**src/rtl/frame_write_sequencer_pkg.sv**
```systemverilog
// Shared defaults and state encoding for the frame write sequencer.
// Default screen is 320x480 with 3-bit colour.
package frame_write_sequencer_pkg;

  localparam int FWS_SCREEN_W = 320;
  localparam int FWS_SCREEN_H = 480;
  localparam int FWS_PIXELS   = FWS_SCREEN_W * FWS_SCREEN_H;
  localparam int FWS_DATA_W   = 3;
  localparam int FWS_ADDR_W   = 19;
  localparam int FWS_NUM_CH   = 2;
  localparam int FWS_IDX_W    = 10;
  localparam int FWS_TIMEOUT  = 4096;

  typedef enum logic [2:0] {
    ST_IDLE,
    ST_CLEAR,
    ST_SCAN,
    ST_ISSUE,
    ST_WAIT,
    ST_DONE
  } fws_state_t;

  // Channel-index width; a single channel still needs one bit.
  function automatic int fws_ch_w(input int n);
    return (n > 1) ? $clog2(n) : 1;
  endfunction

endpackage

```
**src/rtl/frame_write_sequencer_fb_write_mux.sv**
```systemverilog
// Registered frame-buffer write port: selects the active channel's bus,
// or the clear-pass write when the override is asserted.
module fb_write_mux #(
  parameter int ADDR_W = 19,
  parameter int DATA_W = 3,
  parameter int NUM_CH = 2,
  parameter int CH_W   = 1
)(
  input  logic                     clock,
  input  logic                     reset,
  input  logic [NUM_CH*ADDR_W-1:0] i_ch_waddr,
  input  logic [NUM_CH*DATA_W-1:0] i_ch_wdata,
  input  logic [NUM_CH-1:0]        i_ch_wenable,
  input  logic [CH_W-1:0]          i_sel,
  input  logic                     i_en,
  input  logic                     i_ovr,
  input  logic [ADDR_W-1:0]        i_ovr_addr,
  input  logic [DATA_W-1:0]        i_ovr_data,
  output logic [ADDR_W-1:0]        o_waddr,
  output logic [DATA_W-1:0]        o_wdata,
  output logic                     o_wenable
);

  logic [ADDR_W-1:0] w_addr;
  logic [DATA_W-1:0] w_data;
  logic              w_wen;

  always_comb begin
    w_addr = '0;
    w_data = '0;
    w_wen  = 1'b0;
    for (int c = 0; c < NUM_CH; c++) begin
      if (i_sel == CH_W'(c)) begin
        w_addr = i_ch_waddr[c*ADDR_W +: ADDR_W];
        w_data = i_ch_wdata[c*DATA_W +: DATA_W];
        w_wen  = i_ch_wenable[c];
      end
    end
  end

  always_ff @(posedge clock or posedge reset) begin
    if (reset) begin
      o_waddr   <= '0;
      o_wdata   <= '0;
      o_wenable <= 1'b0;
    end else if (i_ovr) begin
      o_waddr   <= i_ovr_addr;
      o_wdata   <= i_ovr_data;
      o_wenable <= 1'b1;
    end else begin
      o_waddr   <= w_addr;
      o_wdata   <= w_data;
      o_wenable <= i_en & w_wen;
    end
  end

endmodule

```
**src/rtl/frame_write_sequencer.sv**
```systemverilog
// Frame write sequencer: clears the frame buffer, then runs each enabled
// writer channel through its items in channel order, one frame at a time.
module frame_write_sequencer
  import frame_write_sequencer_pkg::*;
#(
  parameter int               ADDR_W     = FWS_ADDR_W,
  parameter int               DATA_W     = FWS_DATA_W,
  parameter int               NUM_CH     = FWS_NUM_CH,
  parameter int               PIXELS     = FWS_PIXELS,
  parameter int               IDX_W      = FWS_IDX_W,
  parameter logic [DATA_W-1:0] CLEAR_DATA = '0,
  parameter int               TIMEOUT    = FWS_TIMEOUT,
  localparam int              CH_W       = fws_ch_w(NUM_CH)
)(
  input  logic                     clock,
  input  logic                     reset,
  input  logic                     clear_req,
  input  logic [NUM_CH-1:0]        ch_enable,
  input  logic [NUM_CH*IDX_W-1:0]  ch_items,
  output logic [NUM_CH-1:0]        ch_start,
  input  logic [NUM_CH-1:0]        ch_finish,
  input  logic [NUM_CH*ADDR_W-1:0] ch_waddr,
  input  logic [NUM_CH*DATA_W-1:0] ch_wdata,
  input  logic [NUM_CH-1:0]        ch_wenable,
  output logic [IDX_W-1:0]         item_index,
  output logic [CH_W-1:0]          active_ch,
  output logic [ADDR_W-1:0]        mem_waddr,
  output logic [DATA_W-1:0]        mem_wdata,
  output logic                     mem_wenable,
  output logic                     frame_done,
  output logic                     busy,
  output logic                     timeout_err
);

  localparam int PTR_W = $clog2(NUM_CH + 1);
  localparam int TO_W  = $clog2(TIMEOUT + 1);

  fws_state_t              r_state;
  logic [ADDR_W-1:0]       r_clr_cnt;
  logic [PTR_W-1:0]        r_ptr;
  logic [TO_W-1:0]         r_wait_cnt;
  logic [NUM_CH-1:0]       r_en_lat;
  logic [NUM_CH*IDX_W-1:0] r_items_lat;
  logic [IDX_W-1:0]        r_item_idx;
  logic [CH_W-1:0]         r_active;
  logic [NUM_CH-1:0]       r_start;
  logic                    r_frame_done;
  logic                    r_busy;
  logic                    r_timeout;

  logic                    w_sel_found;
  logic [CH_W-1:0]         w_sel_ch;
  logic [IDX_W-1:0]        w_cur_count;
  logic                    w_cur_fin;
  logic                    w_timeout;
  logic [IDX_W-1:0]        w_next_idx;
  logic                    w_last;
  logic                    w_fwd;

  // Descending walk so the lowest qualifying channel at or above the pointer wins.
  always_comb begin
    w_sel_found = 1'b0;
    w_sel_ch    = '0;
    w_cur_count = '0;
    w_cur_fin   = 1'b0;
    for (int c = NUM_CH - 1; c >= 0; c--) begin
      if (c >= int'(r_ptr) && r_en_lat[c] && r_items_lat[c*IDX_W +: IDX_W] != '0) begin
        w_sel_found = 1'b1;
        w_sel_ch    = CH_W'(c);
      end
      if (r_active == CH_W'(c)) begin
        w_cur_count = r_items_lat[c*IDX_W +: IDX_W];
        w_cur_fin   = ch_finish[c];
      end
    end
  end

  assign w_timeout  = (r_state == ST_WAIT) && !w_cur_fin && (r_wait_cnt == TO_W'(TIMEOUT - 1));
  assign w_next_idx = r_item_idx + 1'b1;
  assign w_last     = (w_next_idx == w_cur_count);
  assign w_fwd      = (r_state == ST_WAIT) && !w_timeout;

  always_ff @(posedge clock or posedge reset) begin
    if (reset) begin
      r_state      <= ST_IDLE;
      r_clr_cnt    <= '0;
      r_ptr        <= '0;
      r_wait_cnt   <= '0;
      r_en_lat     <= '0;
      r_items_lat  <= '0;
      r_item_idx   <= '0;
      r_active     <= '0;
      r_start      <= '0;
      r_frame_done <= 1'b0;
      r_busy       <= 1'b0;
      r_timeout    <= 1'b0;
    end else begin
      r_start      <= '0;
      r_frame_done <= 1'b0;
      r_timeout    <= 1'b0;
      case (r_state)
        ST_IDLE: begin
          r_busy    <= 1'b1;
          r_clr_cnt <= '0;
          r_state   <= ST_CLEAR;
        end
        ST_CLEAR: begin
          if (r_clr_cnt == ADDR_W'(PIXELS - 1)) begin
            r_ptr       <= '0;
            r_en_lat    <= ch_enable;
            r_items_lat <= ch_items;
            r_state     <= ST_SCAN;
          end else begin
            r_clr_cnt <= r_clr_cnt + 1'b1;
          end
        end
        ST_SCAN: begin
          r_item_idx <= '0;
          if (w_sel_found) begin
            r_active <= w_sel_ch;
            r_start  <= NUM_CH'(1) << w_sel_ch;
            r_state  <= ST_ISSUE;
          end else begin
            r_frame_done <= 1'b1;
            r_state      <= ST_DONE;
          end
        end
        ST_ISSUE: begin
          r_wait_cnt <= '0;
          r_state    <= ST_WAIT;
        end
        ST_WAIT: begin
          if (w_cur_fin || w_timeout) begin
            r_timeout  <= w_timeout;
            r_item_idx <= w_next_idx;
            if (w_last) begin
              r_ptr   <= PTR_W'(r_active) + 1'b1;
              r_state <= ST_SCAN;
            end else begin
              r_start <= NUM_CH'(1) << r_active;
              r_state <= ST_ISSUE;
            end
          end else begin
            r_wait_cnt <= r_wait_cnt + 1'b1;
          end
        end
        ST_DONE: begin
          if (clear_req) begin
            r_clr_cnt <= '0;
            r_state   <= ST_CLEAR;
          end else begin
            r_ptr       <= '0;
            r_en_lat    <= ch_enable;
            r_items_lat <= ch_items;
            r_state     <= ST_SCAN;
          end
        end
        default: r_state <= ST_IDLE;
      endcase
    end
  end

  fb_write_mux #(
    .ADDR_W (ADDR_W),
    .DATA_W (DATA_W),
    .NUM_CH (NUM_CH),
    .CH_W   (CH_W)
  ) u_mux (
    .clock        (clock),
    .reset        (reset),
    .i_ch_waddr   (ch_waddr),
    .i_ch_wdata   (ch_wdata),
    .i_ch_wenable (ch_wenable),
    .i_sel        (r_active),
    .i_en         (w_fwd),
    .i_ovr        (r_state == ST_CLEAR),
    .i_ovr_addr   (r_clr_cnt),
    .i_ovr_data   (CLEAR_DATA),
    .o_waddr      (mem_waddr),
    .o_wdata      (mem_wdata),
    .o_wenable    (mem_wenable)
  );

  assign ch_start    = r_start;
  assign item_index  = r_item_idx;
  assign active_ch   = r_active;
  assign frame_done  = r_frame_done;
  assign busy        = r_busy;
  assign timeout_err = r_timeout;

endmodule
```
**config.mk**
```make
export PLATFORM = sky130hd
export DESIGN_NAME = frame_write_sequencer
export DESIGN_NICKNAME = d
export VERILOG_FILES = /design/src/rtl/frame_write_sequencer_pkg.sv /design/src/rtl/frame_write_sequencer_fb_write_mux.sv /design/src/rtl/frame_write_sequencer.sv
export SDC_FILE = /design/constraint.sdc
export NUM_CORES = 1
export LEC_CHECK = 0
export BUFFER_PORTS_ARGS = -buffer_cell sky130_fd_sc_hd__clkbuf_2
export CAP_MARGIN = 10
export CORE_AREA = 2 2 76 132
export DETAILED_ROUTE_END_ITERATION = 12
export DIE_AREA = 0 0 78 134
export HOLD_SLACK_MARGIN = 0.02
export PLACE_DENSITY_LB_ADDON = 0.1
export SLEW_MARGIN = 20
export SYNTH_ARGS = -nofsm -noshare
export SYNTH_HDL_FRONTEND = slang
export SYNTH_SLANG_ARGS = --single-unit
export TNS_END_PERCENT = 50
```
**constraint.sdc**
```tcl
create_clock -name clock -period 5.7 [get_ports clock]
set_input_delay 1.14 -clock clock [delete_from_list [all_inputs] [get_ports clock]]
set_output_delay 1.14 -clock clock [all_outputs]
set_load 0.1 [all_outputs]
```
== Word-level counts from Yosys, hierarchy flattened ==
Cells that the tools add are included.
W data, S select, Z words.

* $add $sub $neg: 4
* $lt $le $gt $ge: 2
* Equality and inequality tests: 15
* Shift-type cells: 2
* Muxes and demuxes: 43
* Bitwise logic cells: 1
* Reduce and logical (&&, ||, !) cells: 25

{| class="wikitable"
|+ Operators with widths
! operator !! count
|-
| $mux W19 || 4
|-
| $pmux W19 S3 || 1
|-
| $mux W20 || 2
|-
| $pmux W20 S2 || 1
|-
| $pmux W13 S2 || 1
|-
| $mux W10 || 2
|-
| $mux W2 || 10
|-
| $pmux W10 S2 || 1
|-
| $reduce_bool A10 Y1 || 2
|-
| $add A19 B1 Y19 const B || 1
|-
| $eq A19 B18 Y1 const B || 1
|-
| $pmux W3 S6 || 1
|-
| $mux W3 || 5
|-
| $add A13 B1 Y13 const B || 1
|-
| $eq A13 B12 Y1 const B || 1
|-
| $mux W13 || 1
|-
| $ne A2 B2 Y1 const B || 6
|-
| $mux W1 || 11
|-
| $add A10 B1 Y10 const B || 1
|-
| $eq A10 B10 Y1 || 1
|-
| $pmux W2 S2 || 2
|-
| $reduce_and A2 Y1 || 4
|-
| $logic_and A1 B1 Y1 || 7
|-
| $eq A3 B2 Y1 const B || 2
|-
| 15 further kinds || 23
|}

* Register bits: 98
* Input port bits: 73
* Output and inout bits: 39

== Depth between registers and ports, before layout ==
* Depth in word-level cells: 8
* Depth in mapped cells: 8
* Mapped depth without buffers: 7

== Modules after synthesis ==
A second synthesis with hierarchy kept.

* Cell total of the unflattened synthesis: 514
* Area, all modules: 5124.9 um^2

{| class="wikitable"
|+ By module, submodules not included
! module !! instances !! cells each !! area each (um^2)
|-
| frame_write_sequencer || 1 || 414 || 4051.4
|-
| fb_write_mux || 1 || 100 || 1073.5
|}

== Worst setup path before layout ==
No wires, ideal clock.

* Kind: reg2reg
* From: reg r_item_idx[0], in the netlist item_index[0]
* To: reg r_state[0]
* Library setup time: 0.132 ns
* Arrival: 2.421 ns
* Required time: 5.568 ns
* Slack: 3.147 ns
* Stages on the path, launching flop included: 8
* Buffers on the path: 0
* Period minus slack after synthesis: 2.553 ns
* Path through: dfrtp_1 > ha_1 > xnor2_1 > xnor2_1 > nand3_1 > nor4_4 > and3_4 > o211ai_1

* Word-level cells in the longest chain between the ends: 5

{| class="wikitable"
|+ Ends and longest elaborated chain
! what !! line !! RTL
|-
| from (decl) || frame_write_sequencer.sv:44 || <nowiki>logic [IDX_W-1:0] r_item_idx;</nowiki>
|-
| from (signal assigned) || frame_write_sequencer.sv:135 || <nowiki>r_item_idx <= w_next_idx;</nowiki>
|-
| $add A10 B1 Y10 || frame_write_sequencer.sv:79 || <nowiki>assign w_next_idx = r_item_idx + 1'b1;</nowiki>
|-
| $eq A10 B10 Y1 || frame_write_sequencer.sv:80 || <nowiki>assign w_last = (w_next_idx == w_cur_count);</nowiki>
|-
| $mux W1 || frame_write_sequencer.sv:136 || <nowiki>if (w_last) begin</nowiki>
|-
| $mux W3 || frame_write_sequencer.sv:133 || <nowiki>if (w_cur_fin || w_timeout) begin</nowiki>
|-
| $pmux W3 S6 || frame_write_sequencer.sv:101 || <nowiki>case (r_state)</nowiki>
|-
| to (signal assigned) || frame_write_sequencer.sv:85 || <nowiki>r_state <= ST_IDLE;</nowiki>
|-
| to (signal assigned) || frame_write_sequencer.sv:105 || <nowiki>r_state <= ST_CLEAR;</nowiki>
|-
| to (signal assigned) || frame_write_sequencer.sv:138 || <nowiki>r_state <= ST_SCAN;</nowiki>
|-
| to (decl) || frame_write_sequencer.sv:38 || <nowiki>fws_state_t r_state;</nowiki>
|}

Every way passes these cells. The select of a mux whose other input is x is not followed.
A chain may end at the register's enable or synchronous reset.

== Worst setup path in the final report ==
* From: reg r_active, in the netlist active_ch
* To: out active_ch

{| class="wikitable"
|+ RTL lines
! what !! line !! RTL
|-
| from (decl) || frame_write_sequencer.sv:45 || <nowiki>logic [CH_W-1:0] r_active;</nowiki>
|-
| from (signal assigned) || frame_write_sequencer.sv:120 || <nowiki>r_active <= w_sel_ch;</nowiki>
|-
| to (decl) || frame_write_sequencer.sv:26 || <nowiki>output logic [CH_W-1:0] active_ch,</nowiki>
|}

No word-level cell between the ends.

==> run metrics <==
synth warn=0; PnR worst setup slack=2.54 ns; syn_nets=561; Antenna Violating Nets Remaining=0; final setup violation count=0; worst r2r src=active_ch$_DFFE_PP0P_; Final Max Tran Viols=0; largest net degree at the start of global routing=61; Setup WS pre-CTS=2.73 ns; post-DP HPWL=8820 um; Sink Count=98; RSZ-0062 raised after global routing=no; Layout area overhead=18.2%; vias in the first global route=4153; die area=10500 sq um; Synth Cell Area=5060 sq um; clock root cell=clkbuf_16; Post-CTS Setup Bufs=0; All-Layer GR Usage=0.240; reg-to-reg endpoint=r_wait_cnt[7]$_DFFE_PP0P_; CTS buffer count=9; Hold Vio Cnt, Final=0; Reg clk slew, reported paths=0.07 ns; Critical Path End=active_ch; CP Buf/Inv Count=2; max_cap viols=0; Final min period=3.16 ns; initial core utilization=0.538; post_cts resized=0; Die Span Y=134 um; post-DR vias/cell=5.58; Leakage=2.82 nW; worst path cell trace=buf_4, clkbuf_2; Die W=78 um; leading area contributor after synthesis=dfrtp_1; Primary FF master, synth=dfrtp_1; Crit path depth=2; Core Region=9410 sq um; Tcrit/Tclk final=0.555; Critical Path Max Stage Delay=0.66 ns; setup TNS=0 ns; Remaining DRCs=0; Critical-path top delay cell=dfrtp_2; most frequent cells in the layout=111 x clkbuf_2, 97 x dfrtp_1, 55 x nor2_1; Site Rows=47; routed wire length per instance=16.5 um; WP data required=4.56 ns; Overflow after GRT=0; Yosys top cell area share=0.484; Peak VDD IR=0.369 mV; fmax=316 MHz; register area share after synthesis=0.484; DRT iter0 DRCs=201; drt first pass iters=4; top post-synthesis cells by area=dfrtp_1 48%, mux2i_1 6.9%, xor2_1 4.5%, nor2_1 4.1%, nand2_1 3.6%; Synth Register Bits=98; ys async rst share=1.00; Critical path origin=active_ch$_DFFE_PP0P_; Ant. Diodes=0; crit path max fanout=24; Skew-Pair Late Insertion Delay=0.35 ns; placed cell areas=5680 sq um; commonest non-fill, non-tap cell in the layout=clkbuf_2; cell family with most CP delay=buffers and inverters; Final Wtd Congestion=0.826; Max clock buf depth=2; total power=3.35 mW; initial antenna violation count=0; status=completed; via count=4004; Mapped Cells=485; Unique masters post-synth=58; startpoint types=flip-flop; clk_skew=0.0100 ns; CTS tree=built; worst hold path class=reg -> reg; Worst R2R Setup Slack=2.96 ns; Final nets=666; Final Instance Area=5980 sq um; number of synthesized flops with an enable pin=0; Port Buf Inserts=111; total routed wirelength=11900 um; layout cells sized above 1=0.291; crit path DAT=2.02 ns; Mean Syn Cell Area=10.4 sq um; io pins=112; Worst Max-Slew Pin Slew=0.987 ns; Slew HR=0.339; H-tree Lvls=3; first-pass GRT wire length=19600 um; cell area power density=559 nW/um^2; Reg2Reg Depth=7; Setup CP Type=reg -> out; Setup crit end kind=primary output; cts hold-fix bufs=0
==> area by class of cell <==
type | count | area (sq um)
Timing Repair Buffer | 114 | 578
Clock buffer | 10 | 239
Fill cell | 817 | 3420
Inverter | 5 | 21.3
Sequential cell | 98 | 2450
Multi-Input combinational cell | 362 | 2470
Clock inverter | 6 | 65.1
Tap cell | 122 | 153
==> cells in the mapped netlist (2+ instances only) <==
cell type and n:
a31o_2 2, buf_6 4, ha_1 3, buf_2 6
nor3_1 9, o41ai_1 3, clkbuf_1 8, dfrtp_1 98
and3_1 10, nand3_1 19, xnor2_1 15, inv_1 5
or2_2 3, nand2_1 49, and2_1 2, o31ai_1 2
nor2_1 55, mux2_2 12, a31oi_1 2, mux2i_1 35
o311ai_1 2, nor4_4 2, o21ai_0 36, and4_1 2
nand4_1 17, a21oi_1 11, mux2_4 10, nor4_1 8
xor2_1 26
==> worst min path at each step <==
stage | from | endpoint | slack, ns | depth (start not counted)
finish | busy$_DFFE_PP0N_ | busy$_DFFE_PP0N_ | 0.47 | 1
global route | busy$_DFFE_PP0N_ | busy$_DFFE_PP0N_ | 0.49 | 1
CTS | busy$_DFFE_PP0N_ | busy$_DFFE_PP0N_ | 0.48 | 1
detailed placement | busy$_DFFE_PP0N_ | busy$_DFFE_PP0N_ | 0.46 | 1
global placement | busy$_DFFE_PP0N_ | busy$_DFFE_PP0N_ | 0.46 | 1
floorplan | r_ptr[1]$_DFFE_PP0P_ | r_ptr[1]$_DFFE_PP0P_ | 0.46 | 2
==> kinds of logic (layout without fill, tap and decap cells) <==
logic type	count (synthesis)	count (layout)	share of synthesized area
xor+xnor	41	41	0.0709
fa+ha+maj	3	3	0.00742
compound gates	70	70	0.0900
simple gates	191	191	0.195
flops	98	98	0.484
mux	57	57	0.126
buf+inv	25	135	0.0267
==> state kept, by name, summed over array words and instances, names as in the netlist <==
| register | flops |
|---|---|
| r_wait_cnt | 13 |
| u_mux.o_waddr | 19 |
| item_index | 10 |
| active_ch | 1 |
| ch_start | 2 |
| timeout_err | 1 |
| frame_done | 1 |
| r_items_lat | 20 |
| u_mux.o_wenable | 1 |
| r_clr_cnt | 19 |
| busy | 1 |
| r_ptr | 2 |
| u_mux.o_wdata | 3 |
| r_state | 3 |
| r_en_lat | 2 |
==> metrics by stage <==
stage / utilization / hold slack [ns] / cells
floorplan: - / 0.455 / 485
finish: 0.636 / 0.467 / 717
CTS: 0.636 / 0.476 / 717
global route: 0.636 / 0.486 / 717
global placement: 0.604 / 0.460 / 701
detailed placement: 0.604 / 0.459 / 701
==> where the power goes <==
part | total [mW] | internal, mW | switching, mW
combinational | 1.66 | 0.437 | 1.22
sequential | 1.07 | 0.893 | 0.174
clock | 0.621 | 0.353 | 0.268
total | 3.35 | 1.68 | 1.67
==> routing by layer <==
layer | GRT usage | vias up | wire length [um]
met5 | 0 | - | 0
met4 | 0.113 | 0 | 374
met3 | 0.0397 | 25 | 442
met2 | 0.450 | 117 | 6590
met1 | 0.256 | 1930 | 4450
li1 | - | 1932 | -
Note: power is estimated with default switching activity, not from simulation.
